===== src/rtl/alu_pkg.sv =====
// rtl/alu_pkg.sv - shared ALU word and slice constants
package alu_pkg;

    // Datapath word width shared by every ALU unit
    localparam int ALU_WORD_W = 64;

    // Bits resolved per pipeline stage in the carry-chained adder
    localparam int ALU_ADD_SLICE = 16;

endpackage


===== src/rtl/alu_add_slice.sv =====
// rtl/alu_add_slice.sv - combinational W-bit adder slice exposing carry into its MSB
module alu_add_slice
    import alu_pkg::*;
#(
    parameter int W = ALU_ADD_SLICE
) (
    input  logic [W-1:0] a,
    input  logic [W-1:0] b,
    input  logic         ci,
    output logic [W-1:0] s,
    output logic         co,
    output logic         c_msb
);

    // Sum of the low W-1 bits; its top bit is the carry into the slice MSB
    logic [W-1:0] low;

    assign low   = {1'b0, a[W-2:0]} + {1'b0, b[W-2:0]} + {{(W-1){1'b0}}, ci};
    assign c_msb = low[W-1];
    assign s     = {a[W-1] ^ b[W-1] ^ c_msb, low[W-2:0]};
    assign co    = (a[W-1] & b[W-1]) | (c_msb & (a[W-1] ^ b[W-1]));

endmodule


===== src/rtl/adder_pipe.sv =====
// rtl/adder_pipe.sv - pipelined two's-complement adder, one slice per stage
module adder_pipe
    import alu_pkg::*;
#(
    parameter int WIDTH = ALU_WORD_W,
    parameter int SLICE = ALU_ADD_SLICE
) (
    input  logic             clk,
    input  logic             rst_n,
    input  logic             in_valid,
    output logic             in_ready,
    input  logic [WIDTH-1:0] a,
    input  logic [WIDTH-1:0] b,
    input  logic             cin,
    output logic             out_valid,
    input  logic             out_ready,
    output logic [WIDTH-1:0] sum,
    output logic             cout,
    output logic             ovf
);

    localparam int STAGES = WIDTH / SLICE;

    logic              advance;
    logic [STAGES-1:0] v_q;
    logic              ovf_q;

    // Global stall: the whole pipe moves only when the output slot is free or being drained
    assign advance   = !out_valid || out_ready;
    assign in_ready  = advance;
    assign out_valid = v_q[STAGES-1];

    // Valid bits shift with the pipe; an idle input enters as a bubble
    always_ff @(posedge clk or negedge rst_n) begin
        if (!rst_n) begin
            v_q <= '0;
        end else if (advance) begin
            v_q <= {v_q[STAGES-2:0], in_valid};
        end
    end

    for (genvar k = 0; k < STAGES; k++) begin : stg
        localparam int LO_W = (k + 1) * SLICE;

        logic [SLICE-1:0] sa;
        logic [SLICE-1:0] sb;
        logic [SLICE-1:0] ss;
        logic             ci;
        logic             co;
        logic             cm;
        logic [LO_W-1:0]  sum_d;
        logic [LO_W-1:0]  sum_q;
        logic             c_q;

        if (k == 0) begin : g_first
            assign sa    = a[SLICE-1:0];
            assign sb    = b[SLICE-1:0];
            assign ci    = cin;
            assign sum_d = ss;
        end else begin : g_next
            assign sa    = stg[k-1].g_skew.a_hi_q[SLICE-1:0];
            assign sb    = stg[k-1].g_skew.b_hi_q[SLICE-1:0];
            assign ci    = stg[k-1].c_q;
            assign sum_d = {ss, stg[k-1].sum_q};
        end

        alu_add_slice #(.W(SLICE)) u_slice (
            .a     (sa),
            .b     (sb),
            .ci    (ci),
            .s     (ss),
            .co    (co),
            .c_msb (cm)
        );

        // Carry to the next stage and the growing deskewed low part of the result
        always_ff @(posedge clk or negedge rst_n) begin
            if (!rst_n) begin
                c_q   <= 1'b0;
                sum_q <= '0;
            end else if (advance) begin
                c_q   <= co;
                sum_q <= sum_d;
            end
        end

        if (k < STAGES - 1) begin : g_skew
            localparam int HI_W = WIDTH - LO_W;

            logic [HI_W-1:0] a_hi_d;
            logic [HI_W-1:0] b_hi_d;
            logic [HI_W-1:0] a_hi_q;
            logic [HI_W-1:0] b_hi_q;

            if (k == 0) begin : g_src
                assign a_hi_d = a[WIDTH-1:SLICE];
                assign b_hi_d = b[WIDTH-1:SLICE];
            end else begin : g_src
                assign a_hi_d = stg[k-1].g_skew.a_hi_q[HI_W+SLICE-1:SLICE];
                assign b_hi_d = stg[k-1].g_skew.b_hi_q[HI_W+SLICE-1:SLICE];
            end

            // Operand slices not yet added ride along until their stage
            always_ff @(posedge clk or negedge rst_n) begin
                if (!rst_n) begin
                    a_hi_q <= '0;
                    b_hi_q <= '0;
                end else if (advance) begin
                    a_hi_q <= a_hi_d;
                    b_hi_q <= b_hi_d;
                end
            end
        end
    end

    // Signed overflow registered alongside the final sum and carry
    always_ff @(posedge clk or negedge rst_n) begin
        if (!rst_n) begin
            ovf_q <= 1'b0;
        end else if (advance) begin
            ovf_q <= stg[STAGES-1].cm ^ stg[STAGES-1].co;
        end
    end

    assign sum  = stg[STAGES-1].sum_q;
    assign cout = stg[STAGES-1].c_q;
    assign ovf  = ovf_q;

endmodule


===== config.mk =====
export PLATFORM = sky130hd
export DESIGN_NAME = adder_pipe
export DESIGN_NICKNAME = d
export VERILOG_FILES = /design/src/rtl/alu_pkg.sv /design/src/rtl/alu_add_slice.sv /design/src/rtl/adder_pipe.sv
export SDC_FILE = /design/constraint.sdc
export NUM_CORES = 1
export LEC_CHECK = 0
export ABC_AREA = 1
export CELL_PAD_IN_SITES_DETAIL_PLACEMENT = 0
export CELL_PAD_IN_SITES_GLOBAL_PLACEMENT = 1
export CORE_MARGIN = 2
export CORE_UTILIZATION = 45
export DETAILED_ROUTE_END_ITERATION = 6
export PLACE_DENSITY_LB_ADDON = 0.15
export SYNTH_ARGS = -nofsm -noshare
export SYNTH_HDL_FRONTEND = slang
export SYNTH_SLANG_ARGS = --single-unit

===== constraint.sdc =====
create_clock -name clk -period 3.74 [get_ports clk]
set_clock_uncertainty 0.05 [all_clocks]
set_input_delay 0.561 -clock clk [delete_from_list [all_inputs] [get_ports clk]]
set_output_delay 0.561 -clock clk [all_outputs]
set_load 0.05 [all_outputs]

==> impl_results.md <==
- Run status: finished, violations left
- Violations in the final reports: hold timing
- Net count after synthesis: 2,374
- Fill cell count: 3,751
- GRT Resource Usage Total: 19.4%
- Combinational fraction of design power: 44.2%
- Primary FF master, synth: dfrtp_1
- Max IR drop VDD: 0.000425 V
- Global route total overflow: 0
- Sequential cell area fraction in the yosys report: 51.8%
- Area of the mapped netlist: 0.0174 sq mm
- Diode insertion count for antenna repair: 0
- Post-synthesis instance total: 2,173
- Worst-Margin Slew: 0.706 ns
- PostCTS Resize Cnt: 0
- Hold Fails Final Rpt: 4
- Routed length per placed instance: 13.1 um
- Buffer count from post-CTS setup fixing: 0
- Storage cell area: 0.00903 sq mm
- Die area: 0.0404 sq mm
- Post-cts hold buffer count: 0
- Type of the worst setup path: in -> out
- Sw Ratio: 42.1%
- Maximum level of the CTS H-tree: 2
- Proportion of register bits with asynchronous set or reset after synthesis: 100%
- Core Footprint: 0.0385 sq mm
- Starting utilization of the core area: 45.4%
- Number of buffers between clock root and the deepest sink: 3
- Reported max-cap violation count: 0
- Top fanout value on the critical path: 88
- Setup crit end kind: output pin
- Clock group share of total power: 20.3%
- Clk slew on worst S/H paths: 0.06 ns
- Maximum number of pins on one net before global-route repair: 140
- Number of global-route vias before repair: 13,200
- Data required, critical path: 3.13 ns
- #FFs+latches synth: 361
- Die boundary width: 201 um
- Static leakage: 11.0 nW
- Yosys warning count: 0
- Total negative setup slack: 0 ns
- Switch Pwr: 7.75 mW
- Worst path max stage delay: 0.44 ns
- Area Growth Syn to Fin: 19.6%
- TritonCTS clock tree: built
- Number of input and output port buffers inserted: 200
- Count of nets left with antenna violations after detail routing: 0
- Unrepaired setup endpoints after global routing: false
- Number of standard-cell rows in the floorplan: 72
- First-pass GRT wire length: 65.4 mm
- Sink Count: 361
- Share of total power in sequential cells: 35.5%
- Vias after detailed routing: 13,500
- Shortest period the worst path allows: 2.58 ns
- Fraction of final layout cells with drive strength greater than 1: 3.96%
- Remaining routing DRC violations: 0
- Power per cell area: 883 mW/mm^2
- Distinct cell type count after synthesis: 30
- Number of antenna violations at the first check in global routing: 0
- Worst Hold Margin: -0.0162 ns
- Worst setup SP type: input pin
- Final HPWL from detailed placement: 25.9 mm
- Final Slew Violations: 0
- Gpl congestion: 0.823
- I/O pin count: 201
- Utilization after layout: 54.2%
- Clock insertion delay at the later pin of the skew report: 0.54 ns
- Share of Yosys cell area claimed by the top area cell type: 51.8%
- Cell at the root of the clock tree: clkbuf_16
- Cell types occupying the most area after synthesis: dfrtp_1 52%, nand2_1 24%, inv_1 4.6%
- Reg-to-reg slack, setup: 1.33 ns
- Height of the die: 201 um
- Largest area contributor in the synthesized netlist: dfrtp_1
- Mean number of vias per cell: 4.68
- Crit path arrival time: 1.97 ns
- Ordered cell list for the critical path: clkdlybuf4s50_1, nor2_4, clkinv_8, buf_4
- Slowest cell on crit path: clkdlybuf4s50_1
- Max-Slew Margin vs Limit: 52.9%
- Clock buffer count from CTS: 39
- Type of the tightest min-delay check: in -> async
- Routed wire length: 37.9 mm
- Number of nets at the end of the flow: 2,550
- Cell internal power dissipation: 10.7 mW
- Setup violations, final: 0
- Max Clock Freq: 388 MHz
- Number of DRC markers after the initial detailed-route iteration: 769
- Fraction of the cycle the final worst path needs: 68.9%
- Average cell area after synthesis: 8.03 sq um
- TritonRoute pass-1 iters: 7
- Number of enable flip-flop cells after synthesis: 0
- Multi-input gate area in the final layout: 0.00694 sq mm
-- power by group through the flow --
stage	clock network [mW]	logic, mW	registers, mW
2_1_floorplan	0	4.98	7.59
3_3_place_gp	0	8.13	6.57
3_5_place_dp	0	8.22	6.59
4_1_cts	3.86	8.27	6.55
5_1_grt	4.03	9.26	6.76
6_report	3.74	8.13	6.54
-- cell type report --
cell class                      count  area share, %
Clock inverter                      7          0.288
Clock buffer                       57           5.64
Timing Repair Buffer              214           10.5
Sequential cell                   361           43.3
Inverter                          215           3.93
Tap cell                          518           3.11
Multi-Input combinational cell   1518           33.3
-- state kept, by name, summed over array words and instances (netlist names) --
| name | count |
|---|---|
| stg.g_skew.a_hi_q | 96 |
| stg.g_skew.b_hi_q | 96 |
| stg.sum_q | 96 |
| sum | 64 |
| v_q | 4 |
| stg.c_q | 3 |
| cout | 1 |
| ovf | 1 |
-- per-stage QoR --
stage / cell area (sq um) / setup slack [ns] / cells / hold slack, ns / power (mW)
after CTS: 20900 / 1.14 / 2890 / 0.00465 / 18.7
after global routing: 20900 / 1.05 / 2890 / 0.0372 / 20.0
after global placement: 19600 / 0.673 / 2826 / 0.402 / 14.7
final: 20900 / 1.16 / 2890 / -0.0162 / 18.4
after floorplan: 17400 / 1.47 / 2173 / 0.215 / 12.6
after detailed placement: 19600 / 0.660 / 2826 / 0.401 / 14.8
-- worst paths after layout --
check	to	depth (start not counted)	startpoint
setup / recovery	in_ready	4	out_ready
setup reg to reg	stg[2].sum_q[47]$_DFFE_PN0P_	8	stg[1].c_q$_DFFE_PN0P_
min in group clk	stg[2].g_skew.a_hi_q[7]$_DFFE_PN0P_	2	stg[1].g_skew.a_hi_q[23]$_DFFE_PN0P_
max in group asynchronous	stg[1].g_skew.b_hi_q[23]$_DFFE_PN0P_	2	rst_n
hold / removal	sum[10]$_DFFE_PN0P_	1	rst_n
hold reg to reg	stg[2].g_skew.a_hi_q[7]$_DFFE_PN0P_	2	stg[1].g_skew.a_hi_q[23]$_DFFE_PN0P_
-- critical path, delay by kind of cell --
kind,cells,cell delay [ns]
simple gates,1,0.23
buf+inv,3,1.11
-- cell usage after synthesis, types with 5 or more instances --
| cell | number |
|---|---|
| fa_1 | 12 |
| nor3_1 | 7 |
| xnor2_1 | 13 |
| nand3_2 | 11 |
| ha_1 | 56 |
| nand2_1 | 1106 |
| o21ai_0 | 82 |
| inv_1 | 214 |
| clkbuf_1 | 7 |
| nand3_1 | 71 |
| nor2_1 | 58 |
| dfrtp_1 | 361 |
| a21oi_1 | 31 |
| buf_2 | 17 |
| buf_6 | 33 |
| nand4_1 | 9 |
| nand3b_1 | 9 |
| o21ai_2 | 5 |
| o21ai_1 | 32 |
| buf_4 | 21 |
-- cells in the final DEF, fill, tap and decap left out, types with 3 or more instances in the layout --
master	netlist	final
clkbuf_16	0	41
buf_4	21	9
inv_1	214	214
nor2_1	58	58
o21ai_2	5	5
dfrtp_1	361	361
nand4_1	9	9
clkbuf_8	0	9
buf_12	1	6
a21boi_0	3	3
clkbuf_1	7	7
clkinv_2	0	6
o21ai_0	82	82
fa_1	12	12
clkdlybuf4s50_1	0	198
nand3b_1	9	9
xnor2_1	13	13
ha_1	56	56
nand3_2	11	11
nand2_1	1106	1106
nor3_1	7	7
o21ai_1	32	32
nand3_1	71	71
o21bai_1	3	3
a21oi_1	31	31
xor2_1	3	3
-- metal layers --
layer,vias to the layer above,wire (um),GRT usage (%)
li1,6999,-,-
met1,6252,18700,27.9
met2,203,16800,30.2
met3,57,1300,2.91
met4,0,1020,6.51
met5,-,0,0
-- cell families after synthesis --
| kind of cell | after synthesis | synth area share (%) |
|---|---|---|
| buffers and inverters | 294 | 8.45 |
| AND/OR/NAND/NOR | 1277 | 28.9 |
| XOR/XNOR | 16 | 0.803 |
| AO/OA/AOI/OAI | 157 | 4.72 |
| adder cells (fa/ha/maj) | 68 | 5.39 |
| flip-flops | 361 | 51.8 |
(Power assumes the default switching activity.)
